## config.mk

```make
export PLATFORM = sky130hd
export DESIGN_NAME = cnt_down_m
export DESIGN_NICKNAME = d
export VERILOG_FILES = /design/src/rtl/cnt_down_m.sv
export SDC_FILE = /design/constraint.sdc
export NUM_CORES = 1
export LEC_CHECK = 0
export ABC_AREA = 1
export BUFFER_PORTS_ARGS = -buffer_cell sky130_fd_sc_hd__buf_2
export CAP_MARGIN = 10
export CORE_MARGIN = 2
export CORE_UTILIZATION = 56
export CTS_BUF_LIST = sky130_fd_sc_hd__clkbuf_8 sky130_fd_sc_hd__clkbuf_16
export DETAILED_ROUTE_END_ITERATION = 12
export HOLD_SLACK_MARGIN = 0.05
export MAX_ROUTING_LAYER = met4
export PLACE_DENSITY = 0.9
export SLEW_MARGIN = 20
export SYNTH_ARGS = -nofsm -noshare
export SYNTH_HDL_FRONTEND = slang
export SYNTH_SLANG_ARGS = --single-unit
```

## constraint.sdc

```tcl
create_clock -name sys_clk -period 4.5 [get_ports sys_clk]
set_clock_uncertainty 0.2 [all_clocks]
set_input_delay 0.225 -clock sys_clk [delete_from_list [all_inputs] [get_ports sys_clk]]
set_output_delay 0.225 -clock sys_clk [all_outputs]
set_load 0.1 [all_outputs]
```

## src/rtl/cnt_down_m.sv

```systemverilog
// cnt_down_m: loadable modulo-MODEL down-counter / interval timer.
// Counts from a programmed reload value down to 0 and emits a one-cycle
// terminal-count pulse. Control is an IDLE/RUN/DONE state machine.
//
// Optional feature macro: CNT_DOWN_AUTORELOAD_EN
//   defined   : on reaching 0 the count reloads from rld and keeps running
//               (DONE is never entered)
//   undefined : one-shot; on reaching 0 the counter parks in DONE at 0
//
// Parameters:
//   WIDTH     counter width in bits
//   MODEL     modulus, legal counts 0..MODEL-1 (1 <= MODEL <= 2**WIDTH)
// Ports:
//   sys_clk   clock, rising edge
//   sys_rst_n asynchronous active-low reset
//   clr       synchronous clear to IDLE, cnt reloaded from rld
//   load_en   load clamped load_val into rld and cnt
//   load_val  reload value, clamped to MODEL-1
//   start     begin counting (IDLE) or restart from rld (DONE)
//   pause     hold cnt while in RUN
//   cnt       current count
//   tc        terminal-count pulse
//   busy      high while in RUN
//   done      high while in DONE
module cnt_down_m #(
  parameter int unsigned WIDTH = 4,
  parameter int unsigned MODEL = 16
) (
  input  logic             sys_clk,
  input  logic             sys_rst_n,
  input  logic             clr,
  input  logic             load_en,
  input  logic [WIDTH-1:0] load_val,
  input  logic             start,
  input  logic             pause,
  output logic [WIDTH-1:0] cnt,
  output logic             tc,
  output logic             busy,
  output logic             done
);

  localparam logic [WIDTH-1:0] CNT_MAX = WIDTH'(MODEL - 1);

  typedef enum logic [1:0] {
    ST_IDLE = 2'd0,
    ST_RUN  = 2'd1,
    ST_DONE = 2'd2
  } state_t;

  state_t           state;
  state_t           state_nxt;
  logic [WIDTH-1:0] rld;
  logic [WIDTH-1:0] rld_nxt;
  logic [WIDTH-1:0] cnt_nxt;
  logic             tc_nxt;
  logic [WIDTH-1:0] load_v;

  // Clamp the requested reload value into the legal count range.
  assign load_v = (load_val > CNT_MAX) ? CNT_MAX : load_val;

  // State and datapath registers; busy/done are flopped decodes of the next state.
  always_ff @(posedge sys_clk or negedge sys_rst_n) begin
    if (!sys_rst_n) begin
      state <= ST_IDLE;
      cnt   <= CNT_MAX;
      rld   <= CNT_MAX;
      tc    <= 1'b0;
      busy  <= 1'b0;
      done  <= 1'b0;
    end else begin
      state <= state_nxt;
      cnt   <= cnt_nxt;
      rld   <= rld_nxt;
      tc    <= tc_nxt;
      busy  <= (state_nxt == ST_RUN);
      done  <= (state_nxt == ST_DONE);
    end
  end

  // Next-state and datapath logic; priority clr > load_en > start > pause.
  always_comb begin
    state_nxt = state;
    cnt_nxt   = cnt;
    rld_nxt   = rld;
    tc_nxt    = 1'b0;

    if (clr) begin
      state_nxt = ST_IDLE;
      cnt_nxt   = rld;
    end else if (load_en) begin
      // A load on the terminal cycle wins: no tc, RUN keeps running.
      rld_nxt = load_v;
      cnt_nxt = load_v;
      if (state == ST_DONE) begin
        state_nxt = ST_IDLE;
      end
    end else begin
      case (state)
        ST_IDLE: begin
          if (start) begin
            state_nxt = ST_RUN;
          end
        end
        ST_RUN: begin
          // start is ignored while running.
          if (!pause) begin
            if (cnt != '0) begin
              cnt_nxt = cnt - WIDTH'(1);
            end else begin
              tc_nxt = 1'b1;
`ifdef CNT_DOWN_AUTORELOAD_EN
              cnt_nxt = rld;
`else
              state_nxt = ST_DONE;
`endif
            end
          end
        end
        ST_DONE: begin
          if (start) begin
            state_nxt = ST_RUN;
            cnt_nxt   = rld;
          end
        end
        default: begin
          state_nxt = ST_IDLE;
        end
      endcase
    end
  end

endmodule

```

### Word-level counts from Yosys, hierarchy flattened

Index checks and enable logic that the tools add are counted.
W data, S select, Z words.

* output and inout port bits: 7
* input bits: 10
* bits in registers: 13

* bitwise gates (word level): 1
* reductions and logical operators: 6
* order comparisons: 1
* equality and inequality tests: 7
* multiplexer cells: 19
* $add $sub $neg: 1

Operators by type and width (count)
* $mux W4: 6
* $mux W2: 6
* $ne A4 B4 Y1 const B: 3
* $pmux W4 S2: 1
* $reduce_bool A4 Y1: 2
* $mux W1: 5
* $eq A2 B1 Y1 const B: 2
* $eq A2 B2 Y1 const B: 2
* $gt A4 B4 Y1 const B: 1
* $pmux W2 S2: 1
* $reduce_and A4 Y1: 1
* $sub A4 B1 Y4 const B: 1
* $logic_not A2 Y1: 1
* $reduce_and A2 Y1: 1
* $reduce_or A2 Y1: 1
* $not A1 Y1: 1

### Longest topological paths before layout

Gate-level depths: netlist of the first run.

* word-level depth: 7
* depth in mapped cells: 10

### Worst setup path before layout of the first run

Ideal clock, no wire load.

* path type: flip-flop to flip-flop
* start: register cnt[0]
* end: register cnt[0]
* path buffers: 0
* period minus slack after synthesis: 2039 ps
* stages on the path, launching flop included: 10
* setup slack: 2461 ps
* setup time: 72 ps
* arrival: 1767 ps
* cells stage by stage: dfstp_2 inv_1 ha_1 nand2_1 nand2_1 nand2_1 nand2_1 nand2_1 nand2_1 o21ai_1

* cells in the longest elaborated chain, start to end: 6
* elaborated cells between the ends (all ways): 9
* classes of those cells: add/sub (1); eq/ne (1); mux (5); reduce/logical (2)

RTL lines
* start: declaration: RTL line 36 `output logic [WIDTH-1:0] cnt,`
* start signal: assignment: RTL line 72 `cnt <= cnt_nxt;`
* $sub A4 B1 Y4: RTL line 108 `cnt_nxt = cnt - WIDTH'(1);`
* $mux W4: RTL line 107 `if (cnt != '0) begin`
* $mux W4: RTL line 106 `if (!pause) begin`
* $pmux W4 S2: RTL line 98 `case (state)`
* $mux W4: RTL line 90 `end else if (load_en) begin`
* $mux W4: RTL line 87 `if (clr) begin`

Several ways; a longest one is shown, not always the timed one. The select of a mux whose other input is x is not followed.
A chain may end at the register's enable or synchronous reset.

### Worst setup path in the final report of the first run

* start: register state[0]
* end: register cnt[0]

* cells in the longest elaborated chain, start to end: 4
* elaborated cells between the ends (all ways): 10
* classes of those cells: eq/ne (5); mux (3); reduce/logical (2)

RTL lines
* start: declaration: RTL line 50 `state_t state;`
* start signal: assignment: RTL line 71 `state <= state_nxt;`
* $eq A2 B2 Y1 / $eq A2 B1 Y1 (equally long branches): RTL line 98
* $pmux W4 S2: RTL line 98
* $mux W4: RTL line 90
* $mux W4: RTL line 87

Several ways; a longest one is shown, not always the timed one.

==> summary by stage, run 1 <==
Critical path
The worst setup path is launched from a flip-flop. The kind of capture point of the worst setup path is a flip-flop. The length in cells of the worst reg-to-reg path is 7. The endpoint of the lowest-slack register-to-register path is cnt[0]$_DFFE_PN1P_.

The worst register-to-register path begins at state[0]$_DFF_PN0_. The setup check on the worst reg-to-reg path leaves a slack of 2.71 ns. The critical path starts at state[0]$_DFF_PN0_. For the worst setup path, the data required time is 4.48 ns. The critical path class is reg2reg. The worst-path maximum fanout is 7. The end point of the critical path is cnt[0]$_DFFE_PN1P_.

The data arrival time of the critical path is 1.76 ns.

Global routing
Summed over all layers, the global routing overflow is 0. The first global-routing pass estimated 2.95 mm of wire. The via count of the first global-routing pass is 758. The initial antenna violation count is 0. The pin count of the biggest net entering global routing is 14. Across every metal layer, demand over resource in global routing totals 22.6%.

Timing
The part of the cycle the worst path needs is 39.7%. The final number of hold-violating endpoints is 0. The relative max-transition margin is 68.0%. The number of slew-limit violations in the final report is 0. Setup repair after global routing left no endpoint under its margin. Adding up every negative setup slack in the final design gives 0 ns. For the pin with the worst max-slew slack, the measured transition is 0.484 ns. The count of final setup violators is 0. Timing would allow up to 0.560 GHz. The smallest hold slack is 0.0857 ns. Subtracting the final worst setup slack from the clock period gives 1.79 ns.

Drt
The wire length reported by the detailed router is 1.75 mm. The violation count after the first detailed-routing iteration is 21. Across all layers, the routed design uses 782 vias. The number of vias per cell is 5.05. The number of remaining DRC errors is 0.

The routed wirelength normalized by instance count is 11.3 microns. Before antenna repair, the detailed router went through 4 iterations. The count of nets left with antenna violations once routing finished came out at 0.

Run
The max-cap violation count is 0.

Final layout
The end-of-flow core utilization is 71.4%. The post-synthesis to final-layout area growth is 23.1%. Leaving out fill and tap cells, the most frequent cell in the layout is sky130_fd_sc_hd__nand2_1.

Leaving out fill and tap cells, the most frequent cells in the layout are 34 x sky130_fd_sc_hd__nand2_1, 20 x sky130_fd_sc_hd__inv_1, 16 x sky130_fd_sc_hd__buf_2. For this run, the post-layout net count is 156. The number of antenna cells inserted is 0. The layout has 115 filler cells. The ratio of cells with drive above 1 in the final layout is 29.5%.

The post-route cell area is 1040 sq um.

Floorplanning
Pin placement for this block handled 17 I/O pins. The die width is 42.8 microns. The floorplan step set the die height to 42.8 microns.

The standard-cell row count is 14. After floorplanning, the core was sized to cover 1450 sq um. The starting utilization of the core area is 58.0%. The full die area is 1830 sq um.

Run status
The run finished with clean final reports.

Yosys
Summing the sequential cell areas from Yosys gives 39.8% of the chip area. A synthesized cell averages 7.40 sq um. The synthesized netlist occupies a cell area of 843 sq um.

During synthesis, Yosys emitted a total of 0 warnings. In this run, synthesis produced a sequential element count of 13. When the netlist entered floorplanning its net count stood at 130. The synthesized instance count is 114. The unique cell type count in the Yosys netlist is 18.

Worst hold path
The critical hold path startpoint is load_en. The worst min-delay path class is in2reg.

Clock tree
Counting the buffers created by CTS gives 3. CTS placed an instance of sky130_fd_sc_hd__clkbuf_8 at the clock tree root. The number of clock sinks is 13. The deepest clock path buffer count is 2. TritonCTS built the clock tree. The clock-pin transition on the worst setup and hold timing paths is 0.06 ns. At the later pin of the worst-skew pair, clock insertion delay measures 0.25 ns. The number of H-tree levels is 1.

Power
The areal power density over the cells is 374 nW/um^2. For this design the static power due to leakage is 0.569 nW. The worst-case IR drop observed on VDD is 198 uV.

Placed design
The placed instances occupy a cell area of 943 sq um. The final weighted congestion in routability-driven placement is 0.841. The total of buffers placed on input and output ports is 16. Summed over all nets, the half-perimeter wirelength after detailed placement is 1.30 mm.
per-layer routing:
layer	wire, microns	up-vias	GRT usage (%)
met5	0	-	-
met4	35	0	12.5
met3	85	6	6.81
met2	902	25	36.7
met1	725	349	24.5
li1	-	402	-
cells by family (layout without fill, tap and decap cells):
kind of cell	after synthesis	count (layout)	synth area share, %
AOI/OAI and AO/OA	17	17	11.4
adders and majority gates	6	6	8.90
buffers and inverters	23	48	10.2
DFF	13	13	39.8
and+or+nand+nor	55	55	29.7
worst max-delay path, cell delays in order, from the launching register on:
cell	delay, ns
sky130_fd_sc_hd__dfrtp_1	0.46
sky130_fd_sc_hd__inv_1	0.11
sky130_fd_sc_hd__ha_1	0.29
sky130_fd_sc_hd__a21boi_0	0.22
sky130_fd_sc_hd__nand2_1	0.10
sky130_fd_sc_hd__nand2_1	0.18
sky130_fd_sc_hd__nand2_1	0.08
sky130_fd_sc_hd__o21ai_1	0.08
Yosys cell counts:
library cell | instances | area share, %
sky130_fd_sc_hd__ha_1 | 6 | 8.9
sky130_fd_sc_hd__o21ai_1 | 3 | 1.8
sky130_fd_sc_hd__nor2_2 | 2 | 1.5
sky130_fd_sc_hd__o21ai_0 | 8 | 4.7
sky130_fd_sc_hd__nand2_1 | 34 | 15
sky130_fd_sc_hd__o211ai_1 | 2 | 1.8
sky130_fd_sc_hd__a21oi_1 | 2 | 1.2
sky130_fd_sc_hd__inv_1 | 19 | 8.5
sky130_fd_sc_hd__dfstp_2 | 8 | 25
sky130_fd_sc_hd__nor2_4 | 2 | 2.7
sky130_fd_sc_hd__inv_2 | 4 | 1.8
sky130_fd_sc_hd__a21boi_0 | 1 | 0.89
sky130_fd_sc_hd__a21oi_2 | 1 | 1.0
sky130_fd_sc_hd__nand3_1 | 7 | 4.2
sky130_fd_sc_hd__nand2_2 | 5 | 3.7
sky130_fd_sc_hd__nor2_1 | 4 | 1.8
sky130_fd_sc_hd__nand4_1 | 1 | 0.74
sky130_fd_sc_hd__dfrtp_1 | 5 | 15
worst min-delay path by stage:
stage	endpoint	slack (ns)	depth (start not counted)
2_1_floorplan	busy$_DFF_PN0_	-0.27	0
3_3_place_gp	state[1]$_DFF_PN0_	-0.08	1
3_5_place_dp	state[0]$_DFF_PN0_	-0.08	1
4_1_cts	cnt[3]$_DFFE_PN1P_	0.09	4
5_1_grt	cnt[3]$_DFFE_PN1P_	0.11	4
6_report	cnt[3]$_DFFE_PN1P_	0.09	4
area by class of cell:
type / count / area, sq um / share of cell area (%)
multi-input cells: 78 / 422 / 40.6
inverters: 23 / 86.3 / 8.31
repair buffers: 21 / 130 / 12.5
clock buffers: 3 / 41.3 / 3.98
clock inverters: 1 / 3.75 / 0.361
well taps: 16 / 20.0 / 1.93
flip-flops and latches: 13 / 335 / 32.3
per-stage QoR:
step                worst slack [ns]  total power [mW]  instances
global placement                2.84             0.278        146
CTS                             2.71             0.388        155
floorplan                       2.46             0.255        114
global route                    2.59             0.407        155
detailed placement              2.78             0.281        146
finish                          2.71             0.388        155
state kept, by name, summed over array words and instances, names as in the netlist:
register	cells
cnt	4
tc	1
done	1
state	2
busy	1
rld	4
report_power, final:
part	leakage [nW]	internal [mW]	switching, mW	total [mW]
Sequential	0.152	0.138	0.00982	0.148
Combinational	0.390	0.0335	0.102	0.135
Clock	0.0269	0.0604	0.0445	0.105
Total	0.569	0.232	0.156	0.388
repair_timing:
action / in CTS / in global routing
buffers inserted: 0 / 0
setup endpoints to repair: 0 / 0
resized for setup: 0 / 0
endpoints found under the hold margin: 17 / 0
hold buffers: 5 / 0
(Power assumes the default switching activity.)
==> run 2: changes to the inputs <==
- CORE_UTILIZATION: 56 -> 47
- PLACE_DENSITY: 0.9 -> 0.82
- clock period: 4.5 -> 1.6 ns (I/O delays scaled with it)
==> run 2 against run 1 <==
Net effect: the flow now finishes with violations (negative setup slack); combinational power increased to 3.9 times the previous value; worst setup slack got worse by 2.8 ns; register-to-register slack got worse by 2.8 ns; critical endpoint is now cnt[3]$_DFFE_PN1P_; sequential power rose to 2.9 times the previous value; flip-flop and latch count is the same; fmax increased by 8.4%; largest cell class unchanged; critical path depth increased by 2.
==> summary by stage, run 2 (synthesis gave the netlist of run 1 again) <==
Timing
The final number of hold-violating endpoints is 0. The final critical-path setup slack is -0.0471 ns. The relative max-transition margin is 67.8%. Setup repair after global routing could not meet its margin everywhere. Setup violations remaining at the end of the flow were counted as 2. For this run, the top clock speed supported by timing is 0.607 GHz. The clock period minus worst slack is 1.65 ns. The slew at the pin closest to its max-slew limit is 0.486 ns.

The number of slew-limit violations in the final report is 0. The part of the cycle the worst path needs is 103%.

Critical path
The critical path's largest stage delay is 0.64 ns. Of all nets on the critical path, the largest fanout is 5. Walking the worst path, the cells encountered are inv_4 > ha_4 > nand2_2 > nand2_1 > nand2_1 > nand2_2 > buf_4 > nand3_1 > nand2_1. The critical path class is reg2reg.

The sum of buffers and inverters on the critical path is 2. Among the stages of the critical path, the cell type that occurs most often is sky130_fd_sc_hd__nand2_1. On the critical path, the stage with the largest delay is an instance of sky130_fd_sc_hd__dfstp_4. The kind of cell with the highest combined delay along the critical path is flip-flops. Data arrives at the worst endpoint at 1.63 ns. STA puts the critical path data required time at 1.58 ns. The kind of capture point of the worst setup path is a flip-flop.

The critical path launch point type is a flip-flop.

Power
Of the total power, combinational logic draws 41.8%. The cell leakage power is 0.678 nW. IR analysis of the VDD net gives a maximum drop of 962 uV. Internal power comes to 746 uW. The analysis attributes to net switching a power of 503 uW. Net switching is 40.3% of the power.

The areal power density over the cells is 928 nW/um^2. The clock network is responsible for 23.7% of the overall power. The relative contribution of sequential cells to total power is 34.5%.

Floorplanning
From bottom edge to top edge, the die measures 46.4 microns. The full die area is 2150 sq um. The standard-cell row count is 15. The die width is 46.4 microns. The number of top-level pins is 17. The area of the core is 1710 sq um.

The starting utilization of the core area is 49.4%.

Placed design
The total of buffers placed on input and output ports is 16. The final weighted congestion in routability-driven placement is 0.843. The detailed-placement wirelength estimate is 1.37 mm. After detailed placement, the total cell area comes to 1040 sq um. OpenSTA, run right after detailed placement, puts the worst setup slack at 0.0106 ns.

Final layout
The top cell types in the final layout, fill and taps aside, are 29 x sky130_fd_sc_hd__nand2_1, 18 x sky130_fd_sc_hd__dlygate4sd3_1, 16 x sky130_fd_sc_hd__inv_1. The commonest non-fill, non-tap cell in the layout is sky130_fd_sc_hd__nand2_1. The final net count is 176. The ratio of cells with drive above 1 in the final layout is 39.6%. Counting the fill cells in the layout gives 99. The largest registers in the layout are cnt: 4 flops, rld: 4 flops, state: 2 flops.

The number of antenna cells inserted is 0. The post-synthesis to final-layout area growth is 59.6%. The finished cells cover 1350 sq um.

Clock tree
The number of clock buffers added by TritonCTS is 3. The clock passes through at most 2 buffers. Clock-pin slew was measured on the worst setup and hold paths at 0.06 ns. TritonCTS built the clock tree. The cell chosen for the clock root is sky130_fd_sc_hd__clkbuf_8. Clock tree synthesis found a total of 13 sinks. The number of H-tree levels is 1. The source-to-sink clock delay at the later pin of the worst-skew pair is 0.25 ns.

Run status
The checks that failed: negative setup slack. The run finished, with violations left.

Global routing
The global-route wire length before repair is 3.93 mm. Global routing finished with a remaining overflow of 0. The initial antenna violation count is 0. The overall fraction of global-route tracks in use is 27.9%. The via count of the first global-routing pass came to 888. Entering global routing, the biggest net connects 14 pins.

Drt
The detailed router placed 941 vias in this run. The violation count after the first detailed-routing iteration is 34. The routed wirelength normalized by instance count is 15.0 microns. After detailed routing, the number of vias per cell comes to 5.11. After detailed routing, the number of remaining DRC violations is 0. The first TritonRoute pass finished after 4 iterations. The wire length reported by the detailed router is 2.77 mm. Once detail routing completed, the nets flagged for antenna violations numbered 0.

Run
The tool flagged a number of max-cap violations equal to 0.

Worst hold path
The worst min-delay path class is in2async.
-- run 2: timing repair --
item,CTS,global route
pin swaps,0,2
endpoints found under the hold margin,23,0
gates resized for setup,0,17
hold buffers,18,0
setup endpoints to repair,1,8
buffers inserted,1,2
-- run 2: power by group through the flow --
stage | registers, mW | clock network [mW] | logic, mW
after CTS | 0.428 | 0.295 | 0.479
after detailed placement | 0.433 | 0 | 0.442
final | 0.431 | 0.296 | 0.522
after global placement | 0.429 | 0 | 0.434
after global routing | 0.434 | 0.306 | 0.556
after floorplan | 0.586 | 0 | 0.158
-- run 2: through the flow --
stage	std cells	util [%]	hold slack [ns]	power (mW)	setup TNS (ns)
floorplan	114	-	-0.416	0.744	-0.643
global placement	159	61.0	-0.225	0.863	0
detailed placement	159	61.0	-0.219	0.875	0
CTS	182	74.7	0.0565	1.20	-0.00424
global route	184	78.8	0.0896	1.30	-0.435
finish	184	78.8	0.0532	1.25	-0.0550
-- run 2: final timing paths --
path,start,endpoint,slack (ns),cells past startpoint
max,cnt[0]$_DFFE_PN1P_,cnt[3]$_DFFE_PN1P_,-0.05,9
min,sys_rst_n,state[0]$_DFF_PN0_,0.05,2
max reg2reg,cnt[0]$_DFFE_PN1P_,cnt[3]$_DFFE_PN1P_,-0.05,9
min reg2reg,rld[1]$_DFFE_PN1P_,rld[1]$_DFFE_PN1P_,0.35,2
max in group asynchronous,sys_rst_n,cnt[3]$_DFFE_PN1P_,0.87,2
min in group sys_clk,clr,cnt[1]$_DFFE_PN1P_,0.15,6
-- run 2: per-layer routing --
metal / up-vias / GRT usage [%] / share of wire [%]
met2: 43 / 44.4 / 49
met1: 439 / 31.2 / 40
met3: 17 / 5.88 / 4.7
li1: 442 / - / -
met4: 0 / 18.3 / 6.0
met5: - / - / 0
-- run 2: cell type report --
| type | count | area [sq um] | area share (%) |
|---|---|---|---|
| inverters | 23 | 93.8 | 6.97 |
| flip-flops and latches | 13 | 344 | 25.6 |
| clock inverters | 1 | 3.75 | 0.279 |
| repair buffers | 41 | 343 | 25.5 |
| clock buffers | 3 | 41.3 | 3.07 |
| well taps | 25 | 31.3 | 2.32 |
| multi-input cells | 78 | 489 | 36.3 |
-- run 2: worst reg2reg max path, stage by stage, from the launching register on --
cell,delay [ns]
sky130_fd_sc_hd__dfstp_4,0.64
sky130_fd_sc_hd__inv_4,0.04
sky130_fd_sc_hd__ha_4,0.16
sky130_fd_sc_hd__nand2_2,0.06
sky130_fd_sc_hd__nand2_1,0.04
sky130_fd_sc_hd__nand2_1,0.06
sky130_fd_sc_hd__nand2_2,0.08
sky130_fd_sc_hd__buf_4,0.14
sky130_fd_sc_hd__nand3_1,0.08
sky130_fd_sc_hd__nand2_1,0.07
